==> config.mk <==
export PLATFORM = sky130hd
export DESIGN_NAME = serial_subtractor
export DESIGN_NICKNAME = d
export VERILOG_FILES = /design/src/rtl/alu_pkg.sv /design/src/rtl/sub_slice_cla.sv /design/src/rtl/serial_subtractor.sv
export SDC_FILE = /design/constraint.sdc
export NUM_CORES = 1
export LEC_CHECK = 0
export CAP_MARGIN = 10
export CORE_MARGIN = 8
export CORE_UTILIZATION = 50
export DETAILED_ROUTE_END_ITERATION = 10
export PLACE_DENSITY_LB_ADDON = 0.08
export SETUP_SLACK_MARGIN = 0.02
export SYNTH_ARGS = -nofsm -noshare
export SYNTH_HDL_FRONTEND = slang
export SYNTH_SLANG_ARGS = --single-unit
export TNS_END_PERCENT = 100
==> constraint.sdc <==
create_clock -name clk -period 5 [get_ports clk]
set_input_delay 1 -clock clk [delete_from_list [all_inputs] [get_ports clk]]
set_output_delay 1 -clock clk [all_outputs]
set_load 0.03 [all_outputs]
==> src/rtl/alu_pkg.sv <==
// Shared definitions for the multi-cycle ALU paths: default operand geometry and FSM state encoding.
package alu_pkg;

  localparam int WIDTH_DEF  = 32;
  localparam int SLICE_DEF  = 4;
  localparam int NUM_SLICES = WIDTH_DEF / SLICE_DEF;
  localparam int CNT_W      = (NUM_SLICES > 1) ? $clog2(NUM_SLICES) : 1;

  typedef enum logic [1:0] {
    IDLE = 2'd0,
    RUN  = 2'd1,
    DONE = 2'd2
  } state_e;

endpackage

==> src/rtl/sub_slice_cla.sv <==
// Combinational 4-bit carry-lookahead add slice; invert_b turns it into the subtract slice (a + ~b + cin).
module sub_slice_cla (
  input  logic [3:0] a,
  input  logic [3:0] b,
  input  logic       cin,
  input  logic       invert_b,
  output logic [3:0] sum,
  output logic       cout
);

  logic [3:0] bx;
  logic [3:0] g;
  logic [3:0] p;
  logic [4:0] c;

  assign bx = invert_b ? ~b : b;
  assign g  = a & bx;
  assign p  = a ^ bx;

  assign c[0] = cin;
  assign c[1] = g[0] | (p[0] & cin);
  assign c[2] = g[1] | (p[1] & g[0]) | (p[1] & p[0] & cin);
  assign c[3] = g[2] | (p[2] & g[1]) | (p[2] & p[1] & g[0]) | (p[2] & p[1] & p[0] & cin);
  assign c[4] = g[3] | (p[3] & g[2]) | (p[3] & p[2] & g[1]) | (p[3] & p[2] & p[1] & g[0])
              | (p[3] & p[2] & p[1] & p[0] & cin);

  assign sum  = p ^ c[3:0];
  assign cout = c[4];

endmodule

==> src/rtl/serial_subtractor.sv <==
// Serial op1 - op2, one 4-bit slice per cycle LSB first, with start/busy/done handshake and result flags.
// Optional SERIAL_SUB_ADD_MODE_EN adds i_sub, selecting add (i_sub=0) or subtract (i_sub=1).
module serial_subtractor
  import alu_pkg::*;
#(
  parameter int WIDTH = WIDTH_DEF,
  parameter int SLICE = SLICE_DEF
) (
  input  logic             clk,
  input  logic             rst_n,
  input  logic             i_start,
  input  logic [WIDTH-1:0] i_op1,
  input  logic [WIDTH-1:0] i_op2,
`ifdef SERIAL_SUB_ADD_MODE_EN
  input  logic             i_sub,
`endif
  output logic             o_busy,
  output logic             o_done,
  output logic [WIDTH-1:0] o_diff,
  output logic             o_borrow,
  output logic             o_zero,
  output logic             o_sign,
  output logic             o_overflow
);

  localparam int NSL = WIDTH / SLICE;
  localparam int CW  = (NSL > 1) ? $clog2(NSL) : 1;

  state_e           state;
  state_e           state_nxt;
  logic [CW-1:0]    cnt;
  logic [WIDTH-1:0] op1_q;
  logic [WIDTH-1:0] op2_q;
  logic             carry_q;
  logic             sub_q;
  logic             sub_in;
  logic             accept;
  logic             last;
  logic [SLICE-1:0] slice_a;
  logic [SLICE-1:0] slice_b;
  logic [SLICE-1:0] slice_sum;
  logic             slice_cout;
  logic [WIDTH-1:0] final_diff;

`ifdef SERIAL_SUB_ADD_MODE_EN
  assign sub_in = i_sub;
`else
  assign sub_in = 1'b1;
`endif

  // Subtract reports borrow (inverted carry); add reports the raw carry-out.
  function automatic logic f_borrow(input logic sub, input logic cout);
    return sub ? ~cout : cout;
  endfunction

  function automatic logic f_overflow(input logic sub, input logic a_msb, input logic b_msb,
                                      input logic d_msb);
    return sub ? ((a_msb != b_msb) & (d_msb != a_msb))
               : ((a_msb == b_msb) & (d_msb != a_msb));
  endfunction

  assign accept     = i_start & (state != RUN);
  assign last       = (cnt == CW'(NSL - 1));
  assign slice_a    = op1_q[cnt*SLICE +: SLICE];
  assign slice_b    = op2_q[cnt*SLICE +: SLICE];
  assign final_diff = {slice_sum, o_diff[WIDTH-SLICE-1:0]};

  sub_slice_cla u_slice (
    .a        (slice_a),
    .b        (slice_b),
    .cin      (carry_q),
    .invert_b (sub_q),
    .sum      (slice_sum),
    .cout     (slice_cout)
  );

  always_ff @(posedge clk) begin
    if (!rst_n) state <= IDLE;
    else        state <= state_nxt;
  end

  always_comb begin
    state_nxt = state;
    o_busy    = 1'b0;
    o_done    = 1'b0;
    case (state)
      IDLE: if (i_start) state_nxt = RUN;
      RUN: begin
        o_busy = 1'b1;
        if (last) state_nxt = DONE;
      end
      DONE: begin
        o_done    = 1'b1;
        state_nxt = i_start ? RUN : IDLE;
      end
      default: state_nxt = IDLE;
    endcase
  end

  // Operand capture: data only, no reset needed.
  always_ff @(posedge clk) begin
    if (accept) begin
      op1_q <= i_op1;
      op2_q <= i_op2;
    end
  end

  // Slice iteration: the final slice also commits the flags.
  always_ff @(posedge clk) begin
    if (!rst_n) begin
      cnt        <= '0;
      carry_q    <= 1'b0;
      sub_q      <= 1'b1;
      o_diff     <= '0;
      o_borrow   <= 1'b0;
      o_zero     <= 1'b0;
      o_sign     <= 1'b0;
      o_overflow <= 1'b0;
    end else if (accept) begin
      cnt     <= '0;
      carry_q <= sub_in;
      sub_q   <= sub_in;
    end else if (state == RUN) begin
      o_diff[cnt*SLICE +: SLICE] <= slice_sum;
      carry_q                    <= slice_cout;
      cnt                        <= cnt + 1'b1;
      if (last) begin
        cnt        <= '0;
        o_borrow   <= f_borrow(sub_q, slice_cout);
        o_zero     <= (final_diff == '0);
        o_sign     <= final_diff[WIDTH-1];
        o_overflow <= f_overflow(sub_q, op1_q[WIDTH-1], op2_q[WIDTH-1], final_diff[WIDTH-1]);
      end
    end
  end

endmodule

==> summary.md, run 1 <==
| Metric | Value |
|---|---|
| Synth top area share | `0.422` |
| DRC | `0` |
| Final nets | `535` |
| Final WS setup | `1.26 ns` |
| Netlist Area Pre-Place | `0.00456 sq mm` |
| PortBufs | `104` |
| CTS tree | `yes` |
| RD Place Congestion | `0.849` |
| HPWL after DPL | `7640 um` |
| Post-Syn Instances | `353` |
| Initial core utilization | `0.505` |
| Post-synth EDFFs | `64` |
| Clock buffer depth | `2` |
| Worst-margin pin slew | `1.24 ns` |
| FF-to-FF Start | `cnt[0]` |
| FF+latch count, synth | `106` |
| Hold Worst Slack | `0.469 ns` |
| PwrDens | `302 mW/mm^2` |
| Finished Layout Cells | `571` |
| Clock Latency Late Sink | `0.36 ns` |
| CTS Sinks | `106` |
| Slew HR | `0.174` |
| H-tree depth | `3` |
| CTS buffer count | `9` |
| Worst reg-to-reg setup slack | `1.26 ns` |
| Hold crit path type | `flop to flop` |
| Worst-path maximum fanout | `31` |
| Synth unique cells | `51` |
| Core box area | `0.00902 sq mm` |
| Global-route wire length before repair | `17500 um` |
| Dpl ws | `1.28 ns` |
| Postcts setup bufs | `0` |
| Detail Route Antenna Nets | `0` |
| Final Critical Period | `3.74 ns` |
| GRT Residual Overflow | `0` |
| Clock transition at the registers of the reported paths | `0.10 ns` |
| Setup crit end kind | `flop` |
| Area contributors post-synth | `edfxtp_1 (42%), dfxtp_1 (18%), mux4_2 (7.9%)` |
| Worst Setup SP | `cnt[0]` |
| Pre-Repair DR Iteration Count | `5` |
| Slowest cell delay on critical path | `0.92 ns` |
| Synthesized Nets | `433` |
| Vias in the first global route | `3456` |
| Largest area contributor in the netlist | `edfxtp_1` |
| DRT Wirelength | `10600 um` |
| CP Data Required Time | `5.30 ns` |
| Worst IR Drop VDD | `0.000170 V` |
| Initial antenna violation count | `0` |
| Period utilization | `0.748` |
| GRT Overall Usage | `0.172` |
| Slowest CP cell | `a22oi_1` |
| LEAKAGE | `2.09 nW` |
| Status | `finished, final reports clean` |
| Sequence of cells on the critical path | `mux4_2, nand2_1, and2_1, inv_1, ha_1, a21o_1, a22oi_1, nand4b_1, a21oi_1` |
| Die W | `111 um` |
| Dpl cells | `555` |
| Ant. Diodes | `0` |
| Vias/cell | `5.60` |
| Die ar. | `0.0124 sq mm` |
| CP Buf/Inv Count | `1` |
| TNS Setup | `0 ns` |
| Worst reg2reg path depth | `9` |
| Final setup viols | `0` |
| Total of max-cap violations | `0` |
| Num ports | `105` |
| Layout cells sized above 1 | `0.0978` |
| CP delay by family, top | `compound AO/OA/AOI/OAI gates` |
| Hold_buf cts | `0` |
| Worst EP arrival | `4.04 ns` |
| Vias | `3199` |
| FF-to-FF End | `o_diff[11]` |
| Register area share after synthesis | `0.606` |
| RSZ-0062 raised after global routing | `false` |
| CP endpoint | `o_diff[11]` |
| Area Growth Syn to Fin | `29.2%` |
| Worst path depth | `9` |
| Largest net degree at the start of global routing | `65` |
| Slew Viols, Final | `0` |
| Post-Syn Area per Cell | `12.9 sq um` |
| Drt first-iter violations | `156` |
| Synth async-reset ratio | `0` |
| Worst Skew | `0.0114 ns` |
| # rows | `35` |
| CTS resizes | `0` |
| Synth Flop Type | `edfxtp_1` |
| Fin. Hold Viols | `0` |
| Startpoint Class | `flop` |
| Clock root cell | `clkbuf_8` |
| Maximum clock frequency | `267 MHz` |
| Syn. warnings | `0` |
| Fin util | `0.653` |
| Routed wire per std cell | `18.5 um` |
| Critical path class | `flop to flop` |
| Die Ht | `111 um` |
[power breakdown]
part | switching, mW | internal, mW | total (mW)
Clock | 0.298 | 0.236 | 0.534
Combinational | 0.133 | 0.118 | 0.250
Sequential | 0.0225 | 0.971 | 0.993
[how the worst min path moves through the flow]
stage | depth (start not counted) | startpoint | endpoint | slack (ns)
3_3_place_gp | 2 | o_diff[28] | o_diff[28] | 0.45
6_report | 2 | o_diff[29] | o_diff[29] | 0.47
2_1_floorplan | 3 | op1_q[31] | o_overflow | 0.54
3_5_place_dp | 2 | o_diff[29] | o_diff[29] | 0.46
5_1_grt | 2 | o_diff[29] | o_diff[29] | 0.49
4_1_cts | 2 | o_diff[29] | o_diff[29] | 0.47
[placed cells by master, fill, tap and decap left out, types with 9 or more instances in the layout]
master	count
nand2_1	34
ha_1	12
a21oi_1	17
clkbuf_8	9
edfxtp_1	64
mux4_2	16
mux2i_1	13
nor2_1	31
inv_1	12
nor3_1	14
clkdlybuf4s50_1	104
nand3_1	10
dfxtp_1	41
[layer usage]
layer  global-route usage  vias up  wire, um
li1                     -     1526         -
met3               0.0516       15       694
met2                0.297      106      5420
met4               0.0560        0       133
met1                0.200     1552      4320
met5                    0        -         0
[synth_stat cells, types with 2 or more instances]
cell	count
a21o_1	3
a21oi_1	17
a22oi_1	2
a31oi_1	2
a32o_1	6
and2_1	4
buf_2	5
buf_4	3
clkbuf_1	7
dfxtp_1	42
edfxtp_1	64
ha_1	12
inv_1	12
mux2i_1	13
mux4_2	16
nand2_1	34
nand2b_1	4
nand3_1	10
nand3_2	2
nand3b_1	5
nand4_1	6
nor2_1	32
nor3_1	14
nor4_1	7
o21a_1	2
or3_1	4
[final cells by class]
cell class	count	area (sq um)
well taps	111	139
fillers	718	3130
repair buffers	107	1060
clock buffers	9	124
multi-input cells	218	1670
clock inverters	7	75.1
inverters	13	48.8
flip-flops and latches	106	2760
[through the flow]
step | instance area [sq um] | total power, mW
final | 5890 | 1.78
after floorplan | 4560 | 1.16
after global placement | 5690 | 1.26
after detailed placement | 5690 | 1.26
after CTS | 5890 | 1.79
after global routing | 5890 | 1.85
[cell families (layout without fill, tap and decap cells)]
group / after synthesis / after routing / share of synthesized area
simple gates: 133 / 133 / 0.155
flops: 106 / 106 / 0.606
compound gates: 42 / 42 / 0.0634
mux: 29 / 29 / 0.108
buf+inv: 29 / 136 / 0.0280
fa+ha+maj: 13 / 13 / 0.0374
xor+xnor: 1 / 1 / 0.00192
[tightest hold or removal path, delay by kind of cell, from the launching register on]
family / cells / cell delay (ns)
AND/OR/NAND/NOR: 1 / 0.05
flip-flops: 1 / 0.33
AO/OA/AOI/OAI: 1 / 0.05
[flip-flops by register name (all words and copies together), names as in the netlist]
register	count
o_overflow	1
o_diff	32
state	2
o_zero	1
cnt	3
o_sign	1
carry_q	1
op2_q	32
o_borrow	1
op1_q	32
Power figures use the tool's default switching activity.
==> run 2, diff against run 1 <==
--- a/config.mk
+++ b/config.mk
@@ -7,7 +7,7 @@
 export LEC_CHECK = 0
 export CAP_MARGIN = 10
 export CORE_MARGIN = 8
-export CORE_UTILIZATION = 50
+export CORE_UTILIZATION = 45
 export DETAILED_ROUTE_END_ITERATION = 10
 export PLACE_DENSITY_LB_ADDON = 0.08
 export SETUP_SLACK_MARGIN = 0.02
==> constraint.sdc (replaced) <==
create_clock -name clk -period 3.1 [get_ports clk]
set_input_delay 0.62 -clock clk [delete_from_list [all_inputs] [get_ports clk]]
set_output_delay 0.62 -clock clk [all_outputs]
set_load 0.03 [all_outputs]
==> summary.md, run 2 (synthesis results as in run 1) <==
| Metric | Value |
|---|---|
| Worst-margin pin slew | `0.636 ns` |
| Commonest non-fill, non-tap cell in the layout | `clkdlybuf4s50_1` |
| Die Ht | `117 um` |
| Hold crit path type | `flop to flop` |
| GRT Overall Usage | `0.161` |
| Worst reg-to-reg setup slack | `0.21 ns` |
| Largest regs | `o_diff: 32 flops, op1_q: 32 flops, op2_q: 32 flops` |
| DRT Wirelength | `10600 um` |
| HPWL after DPL | `8180 um` |
| LEAKAGE | `2.16 nW` |
| Clock root cell | `clkbuf_8` |
| H-tree depth | `3` |
| Drt first-iter violations | `164` |
| FF-to-FF Start | `cnt[0]` |
| Maximum clock frequency | `346 MHz` |
| Most frequent cells in the layout | `clkdlybuf4s50_1 (104), edfxtp_1 (64), dfxtp_1 (41), nand2_1 (34), nor2_1 (31)` |
| CP Data Required Time | `3.40 ns` |
| Clock buffer depth | `2` |
| Layout cells sized above 1 | `0.123` |
| Period utilization | `0.933` |
| Postcts setup bufs | `0` |
| Detail Route Antenna Nets | `0` |
| Startpoint Class | `flop` |
| RD Place Congestion | `0.864` |
| Area Growth Syn to Fin | `32.3%` |
| CTS buffer count | `9` |
| Num ports | `105` |
| Global-route wire length before repair | `16900 um` |
| Status | `finished, final reports clean` |
| Largest net degree at the start of global routing | `65` |
| Critical path class | `flop to flop` |
| Slew HR | `0.573` |
| CP endpoint | `o_zero` |
| Vias | `3235` |
| FF-to-FF End | `o_zero` |
| RSZ-0062 raised after global routing | `false` |
| Core box area | `0.00982 sq mm` |
| CTS resizes | `0` |
| Routed wire per std cell | `17.6 um` |
| Initial core utilization | `0.464` |
| PortBufs | `104` |
| PwrDens | `472 mW/mm^2` |
| Pre-Repair DR Iteration Count | `4` |
| Ant. Diodes | `0` |
| Fin. Hold Viols | `0` |
| Die ar. | `0.0136 sq mm` |
| Initial antenna violation count | `0` |
| CTS tree | `yes` |
| TNS Setup | `0 ns` |
| Setup crit end kind | `flop` |
| Clock Latency Late Sink | `0.37 ns` |
| # rows | `36` |
| Vias/cell | `5.34` |
| Hold_buf cts | `0` |
| Final nets | `548` |
| Worst-path maximum fanout | `10` |
| Final Critical Period | `2.89 ns` |
| CTS Sinks | `106` |
| Clock transition at the registers of the reported paths | `0.11 ns` |
| Worst IR Drop VDD | `0.000264 V` |
| DRC | `0` |
| Final setup viols | `0` |
| Worst EP arrival | `3.19 ns` |
| Die W | `117 um` |
| Hold Worst Slack | `0.467 ns` |
| Vias in the first global route | `3416` |
| Worst Skew | `0.0133 ns` |
| Worst reg2reg path depth | `9` |
| Slew Viols, Final | `0` |
| Worst Setup SP | `cnt[0]` |
| GRT Residual Overflow | `0` |
| Total of max-cap violations | `0` |
==> run 2: cell count changes in the layout (fill, tap and decap cells not counted) <==
cell	change
inv_6	-2
buf_4	+11
dfxtp_4	+1
buf_12	+2
clkinvlp_4	+1
dfxtp_2	-1
bufinv_16	-1
clkinv_4	+1
clkinvlp_2	-1
inv_8	+2
==> run 2: worst min path at each step <==
stage / startpoint / endpoint / slack, ns / cells past startpoint
2_1_floorplan: op1_q[31] / o_overflow / 0.54 / 3
3_3_place_gp: o_diff[29] / o_diff[29] / 0.45 / 2
3_5_place_dp: o_diff[29] / o_diff[29] / 0.45 / 2
4_1_cts: o_diff[29] / o_diff[29] / 0.47 / 2
5_1_grt: o_diff[7] / o_diff[7] / 0.50 / 2
6_report: o_diff[29] / o_diff[29] / 0.47 / 2
==> run 2: layer usage <==
metal	global-route usage	vias to the layer above	part of all wire	routed length, um
li1	-	1556	-	-
met1	0.185	1554	0.41	4310
met2	0.284	110	0.51	5470
met3	0.0440	15	0.064	686
met4	0.0546	0	0.016	170
met5	0	-	0	0
==> run 2: per-stage QoR <==
stage	total power [mW]	std cells	utilization	cell area, sq um	setup WS, ns
2_1_floorplan	1.87	353	-	4560	0.190
3_3_place_gp	2.07	590	0.595	5840	0.257
3_5_place_dp	2.07	590	0.595	5840	0.180
4_1_cts	2.88	606	0.613	6020	0.134
5_1_grt	2.97	606	0.614	6030	0.0731
6_report	2.84	606	0.614	6030	0.207
==> run 2: power by group <==
part | switching [mW] | total (mW) | internal (mW)
clock | 0.497 | 0.805 | 0.308
sequential | 0.0262 | 1.59 | 1.56
combinational | 0.228 | 0.450 | 0.222
==> run 2: layout make-up <==
type | count | area (sq um)
Clock buffer | 9 | 124
Sequential cell | 106 | 2770
Timing Repair Buffer | 120 | 1190
Fill cell | 825 | 3790
Tap cell | 133 | 166
Clock inverter | 7 | 61.3
Inverter | 13 | 48.8
Multi-Input combinational cell | 218 | 1670
==> run 2: critical path, cell delays in order, from the launching register on <==
cell and delay [ns]:
dfxtp_4 0.43, buf_12 0.16, mux4_2 0.49, nand2_1 0.10, nand2_1 0.06, ha_1 0.35, a21o_1 0.22, a311o_1 0.44
a2111o_1 0.44, o21ai_1 0.13
